<file path="config.mk">
export PLATFORM = sky130hd
export DESIGN_NAME = bin_to_bcd_seq
export DESIGN_NICKNAME = d
export VERILOG_FILES = /design/src/rtl/bin_to_bcd_seq.sv
export SDC_FILE = /design/constraint.sdc
export NUM_CORES = 1
export LEC_CHECK = 0
export ABC_AREA = 1
export CAP_MARGIN = 20
export CORE_ASPECT_RATIO = 0.9
export CORE_MARGIN = 2
export CORE_UTILIZATION = 25
export CTS_CLUSTER_DIAMETER = 50
export DETAILED_ROUTE_END_ITERATION = 10
export MAX_ROUTING_LAYER = met4
export PLACE_DENSITY = 0.5
export REMOVE_ABC_BUFFERS = 1
export SLEW_MARGIN = 10
export SYNTH_ARGS = -nofsm -noshare
export SYNTH_HDL_FRONTEND = slang
export SYNTH_SLANG_ARGS = --single-unit
</file>
<file path="constraint.sdc">
create_clock -name CLK -period 3.8 [get_ports CLK]
set_input_delay 0.95 -clock CLK [delete_from_list [all_inputs] [get_ports CLK]]
set_output_delay 0.95 -clock CLK [all_outputs]
set_load 0.02 [all_outputs]
</file>
<file path="src/rtl/bin_to_bcd_seq.sv">
// bin_to_bcd_seq: sequential binary-to-packed-BCD converter (shift-and-add-3, one bit per clock)
//   CLK      rising-edge system clock
//   RESET    synchronous active-high reset, has priority over START
//   START    request conversion of BIN_IN; only honoured in IDLE or FINISH
//   BIN_IN   unsigned binary operand, captured on the accepting edge
//   BUSY     high while converting (BIN_W cycles)
//   DONE     one-cycle pulse when BCD_OUT/OVERFLOW have just been updated
//   BCD_OUT  packed BCD result, digit 0 in [3:0], held until the next completion
//   OVERFLOW result needed more than DIGITS digits; BCD_OUT then holds the low digits
module bin_to_bcd_seq #(
    parameter int BIN_W  = 10,
    parameter int DIGITS = 4
) (
    input  logic                  CLK,
    input  logic                  RESET,
    input  logic                  START,
    input  logic [BIN_W-1:0]      BIN_IN,
    output logic                  BUSY,
    output logic                  DONE,
    output logic [4*DIGITS-1:0]   BCD_OUT,
    output logic                  OVERFLOW
);
    localparam int BW = 4 * DIGITS;
    localparam int CW = $clog2(BIN_W + 1);
    localparam logic [1:0] IDLE   = 2'd0;
    localparam logic [1:0] CONV   = 2'd1;
    localparam logic [1:0] FINISH = 2'd2;
    localparam logic [CW-1:0] CNT_INIT = CW'(BIN_W);
    localparam logic [CW-1:0] CNT_ONE  = CW'(1);

    logic [1:0]       state_q, state_d;
    logic [BIN_W-1:0] bin_sr_q, bin_sr_d;
    logic [BW-1:0]    bcd_q, bcd_d;
    logic [CW-1:0]    cnt_q, cnt_d;
    logic             ovf_q, ovf_d;
    logic [BW-1:0]    bcd_out_q, bcd_out_d;
    logic             overflow_q, overflow_d;

    logic [BW-1:0]    adj;
    logic [BW-1:0]    bcd_sh;
    logic [BIN_W-1:0] bin_sh;
    logic             ovf_sh;
    logic             accept;
    logic             last;

    // add-3 correction on every digit that would reach >=10 after doubling
    always_comb begin
        adj = bcd_q;
        for (int i = 0; i < DIGITS; i++)
            adj[4*i +: 4] = (bcd_q[4*i +: 4] >= 4'd5) ? bcd_q[4*i +: 4] + 4'd3 : bcd_q[4*i +: 4];
    end

    // a bit leaving the top digit means the value no longer fits in DIGITS digits;
    // the lower digits are unaffected, so they still give the value mod 10^DIGITS
    assign bcd_sh = {adj[BW-2:0], bin_sr_q[BIN_W-1]};
    assign bin_sh = bin_sr_q << 1;
    assign ovf_sh = ovf_q | adj[BW-1];
    assign accept = START && (state_q == IDLE || state_q == FINISH);
    assign last   = (cnt_q == CNT_ONE);

    always_comb begin
        state_d    = state_q;
        bin_sr_d   = bin_sr_q;
        bcd_d      = bcd_q;
        cnt_d      = cnt_q;
        ovf_d      = ovf_q;
        bcd_out_d  = bcd_out_q;
        overflow_d = overflow_q;
        if (state_q == CONV) begin
            bin_sr_d = bin_sh;
            bcd_d    = bcd_sh;
            ovf_d    = ovf_sh;
            cnt_d    = cnt_q - CNT_ONE;
            if (last) begin
                bcd_out_d  = bcd_sh;
                overflow_d = ovf_sh;
                state_d    = FINISH;
            end
        end else if (accept) begin
            bin_sr_d = BIN_IN;
            bcd_d    = '0;
            ovf_d    = 1'b0;
            cnt_d    = CNT_INIT;
            state_d  = CONV;
        end else begin
            state_d  = IDLE;
        end
    end

    always_ff @(posedge CLK) begin
        if (RESET) begin
            state_q    <= IDLE;
            bin_sr_q   <= '0;
            bcd_q      <= '0;
            cnt_q      <= '0;
            ovf_q      <= 1'b0;
            bcd_out_q  <= '0;
            overflow_q <= 1'b0;
        end else begin
            state_q    <= state_d;
            bin_sr_q   <= bin_sr_d;
            bcd_q      <= bcd_d;
            cnt_q      <= cnt_d;
            ovf_q      <= ovf_d;
            bcd_out_q  <= bcd_out_d;
            overflow_q <= overflow_d;
        end
    end

    assign BUSY     = (state_q == CONV);
    assign DONE     = (state_q == FINISH);
    assign BCD_OUT  = bcd_out_q;
    assign OVERFLOW = overflow_q;
endmodule

</file>
# Word level (Yosys, flattened, before mapping)
# Index checks and enable logic that the tools add are counted.
[word_totals]
out_inout_bits = 19
ff_bits = 50
wordCells = 43
[classes]
addsub = 5
n_eq_ne = 4
bitwise = 1
n_reduce_logical = 6
order_cmp = 4
n_mux = 15
[ops]
columns = ["cell", "count"]
rows = [
  ["$mux W16", 2],
  ["$mux W4", 6],
  ["$mux W10", 2],
  ["$add A4 B2 Y4 const B", 4],
  ["$ge A4 B3 Y1 const B", 4],
  ["$eq A4 B1 Y1 const B", 1],
  ["$mux W2", 2],
  ["$sub A4 B1 Y4 const B", 1],
  ["$mux W1", 3],
  ["$eq A2 B1 Y1 const B", 1],
  ["$eq A2 B2 Y1 const B", 1],
  ["$logic_not A2 Y1", 1],
  ["$ne A2 B1 Y1 const B", 1],
  ["$reduce_and A2 Y1", 1],
  ["$reduce_bool A2 Y1", 1],
  ["$reduce_or A2 Y1", 1],
  ["$logic_and A1 B1 Y1", 1],
  ["$logic_or A1 B1 Y1", 1],
  ["$or A1 B1 Y1", 1],
]

# Depth between registers and ports, before layout
[depth]
depth_word = 5
ltp_mapped = 9
depth_no_buf = 9

# Worst setup path before layout
# OpenSTA, ideal clock, no wires.
[synth_path]
path_type = "register to output"
from = "reg state_q[0]"
to = "out BUSY"
path_buffers = 1
path_stages_with_launch = 4
path_slack_ns = 1.941
arrival_time_ns = 0.909
path_cell_list = "dfxtp_1 -> inv_2 -> nor2_4 -> buf_1"
[synth_via]
elab_chain_cells = 1
[synth_lines]
columns = ["item", "line_no", "rtl"]
rows = [
  ["start, declared", "31", "logic [1:0] state_q, state_d;"],
  ["start signal, assigned", "100", "state_q <= state_d;"],
  ["$eq A2 B1 Y1", "110", "assign BUSY = (state_q == CONV);"],
  ["end, declared", "18", "output logic BUSY,"],
]
# Every way passes these cells.

# Worst setup path after layout
[layout_path]
from = "reg state_q[1]"
to = "out DONE"
[layout_via]
elab_chain_cells = 1
[layout_lines]
columns = ["item", "line_no", "rtl"]
rows = [
  ["$eq A2 B2 Y1", "111", "assign DONE = (state_q == FINISH);"],
  ["end, declared", "19", "output logic DONE,"],
]
# Every way passes these cells.

==> flow_summary.toml <==
[global_route]
grt_pass1_vias = 2049
grt_max_degree = 32
overflow = 0
grtUsageTotal = 0.1215
grt_antenna_before_repair = 0
grt_pass1_wl_mm = 9.563

[synth]
synth_top_area_cell = "dfxtp_1"
synth.top_cell.area_share = 0.4353
yosys_warnings = 0
ys_top_cells_by_area = "dfxtp_1 44%, nand2_1 17%, nand3_1 10%"
synth.avg_cell_area_um2 = 7.209
ys_seq_elements = 50
synthCells = 319
synth-seq-area-share = 0.4353
ys_types = 22
synth_area_um2 = 2300

[setup_path]
critical-path-max-stage-delay_ns = 0.63
worstPathCellList = "inv_1 -> nor2_1 -> clkdlybuf4s50_1"
crit_path_end_kind = "output pin"
path_max_fanout = 2
cp.arrival_ns = 1.49
critPathKind = "reg -> out"
cp.required_ns = 2.85
slowest_stage = "clkdlybuf4s50_1"
path_buf_inv = 2
crit_path_start_kind = "register"
cp_top_family = "buffers and inverters"

[clock_tree]
cts_tree = "yes"
cts_buffers = 5
clockBufferDepth = 2
post_cts_resized = 0
clockRootBuffer = "clkbuf_8"
post_cts_buffers = 0
clock_sinks = 50
clock_latency_ns = 0.30
path_clk_slew_ns = 0.09
ctsHtreeMaxLevel = 2
ctsHoldBuffers = 0

[sta]
post-route-period-util = 0.6429
slew_viol_final = 0
hold_viol = 0
fmax_mhz = 409.3
rsz0062_at_grt = "no"
skew_ns = 0.005217
period_needed_ns = 2.443
final-setup-viol-count = 0
worst_pin_slew_ns = 0.6405
setup_tns_ns = 0
slew_headroom = 0.5725

[power_and_ir_drop]
ir_worst_vdd_uv = 142.6
combPwrFrac = 0.098
p_seq_frac = 0.572
p_sw_uw = 236.7
internal_power_uw = 716.8
sw_frac_of_total = 0.2483
leakage_uw = 0.001137
power.density_nw_per_um2 = 339.6
p_clk_frac = 0.330

[finish]
final_util = 0.3105
nets = 369
num_antenna_cells = 0
final_common_cell = "nand2_1"
drive_above_1_share = 0.04323
fin_area_um2 = 2808
areaGrowthSynthToFinish_pct = 22.09
most-common-layout-cells = "105 x nand2_1, 50 x dfxtp_1, 47 x nand3_1"

[detailed_routing]
vias = 2154
drc_errors = 0
wirelength_mm = 5.437
drt_iter0_markers = 82
antenna_left = 0
wl_per_cell_um = 11.59
avgViaCountPerCell = 4.593
drtPass1Iterations = 4

[floorplan]
die_h_um = 94.99
ios = 32
start_util = 0.2543
fp.coreArea_um2 = 9042
die_x_um = 105.1
std_cell_rows = 33
die_area_um2 = 9983

[placed_design]
portBuffers = 31
place_congestion = 0.7248
hpwl_mm = 3.814
place_area_um2 = 2716

[status]
status = "finished, final reports clean"

[job]
maxCapViolCount = 0

[hold_path]
min_path_type = "reg -> reg"
[per-layer routing]
layer | vias up | routed length [um] | global-route usage
met1 | 999 | 2870 | 0.1593
li1 | 1111 | - | -
met3 | 3 | 208 | 0.02553
met2 | 41 | 2334 | 0.1926
met4 | 0 | 24 | 0.03000
met5 | - | 0 | -
[path summary, 6_finish.rpt]
kind | endpoint | cells after the start | start | slack [ns]
worst min-delay path | BCD_OUT[0] | 2 | bin_sr_q[9] | 0.47
worst min register to register | BCD_OUT[0] | 2 | bin_sr_q[9] | 0.47
worst max-delay path | DONE | 3 | state_q[1] | 1.36
worst max register to register | BCD_OUT[14] | 7 | state_q[0] | 1.70
[cells in the mapped netlist (all sizes together)]
library cell,instances
ha,10
o21ai,6
nand3,47
o22ai,1
nand4,9
nor2,10
a31oi,9
dfxtp,50
a21oi,28
inv,27
buf,6
nand2,105
and2,1
a211oi,1
clkbuf,7
nor3,1
nor4,1
[stage by stage]
step	hold WS, ns	total power (uW)	setup slack (ns)	instances
after floorplan	0.4391	610.0	2.002	306
after global placement	0.4605	651.7	1.130	461
after detailed placement	0.4639	652.8	1.092	461
after CTS	0.4784	975.0	1.338	469
after global routing	0.4949	1007	1.197	469
final	0.4711	953.5	1.357	469
[power by group through the flow]
stage | combinational, uW | sequential, uW | clock [uW]
after floorplan | 53.8 | 556 | 0
after global placement | 94.2 | 558 | 0
after detailed placement | 95.0 | 558 | 0
after CTS | 94.8 | 546 | 335
after global routing | 106 | 548 | 352
final | 93.0 | 546 | 315
[logic make-up (layout without fill, tap and decap cells)]
group / after synthesis / after routing / synth area share
buf+inv: 40 / 68 / 0.07073
simple gates: 174 / 174 / 0.3352
flops: 50 / 50 / 0.4353
compound gates: 45 / 45 / 0.1045
fa+ha+maj: 10 / 10 / 0.05441
[tightest hold or removal path, delay by kind of cell (launching register included)]
family	cells	cell delay, ns
and+or+nand+nor	2	0.10
DFF	1	0.33
[sequential cells by signal, indices dropped and copies added (netlist names)]
register	count
BCD_OUT	16
bcd_q	16
bin_sr_q	10
cnt_q	4
state_q	2
OVERFLOW	1
ovf_q	1
[area by class of cell]
class                           count  area, um^2
Sequential cell                    50        1001
Tap cell                          122       152.6
Clock buffer                        7       86.33
Inverter                           27       101.3
Timing Repair Buffer               33       325.3
Multi-Input combinational cell    229        1136
Clock inverter                      1       5.005
Fill cell                        1003        6235
Note: power is estimated with default switching activity, not from simulation.
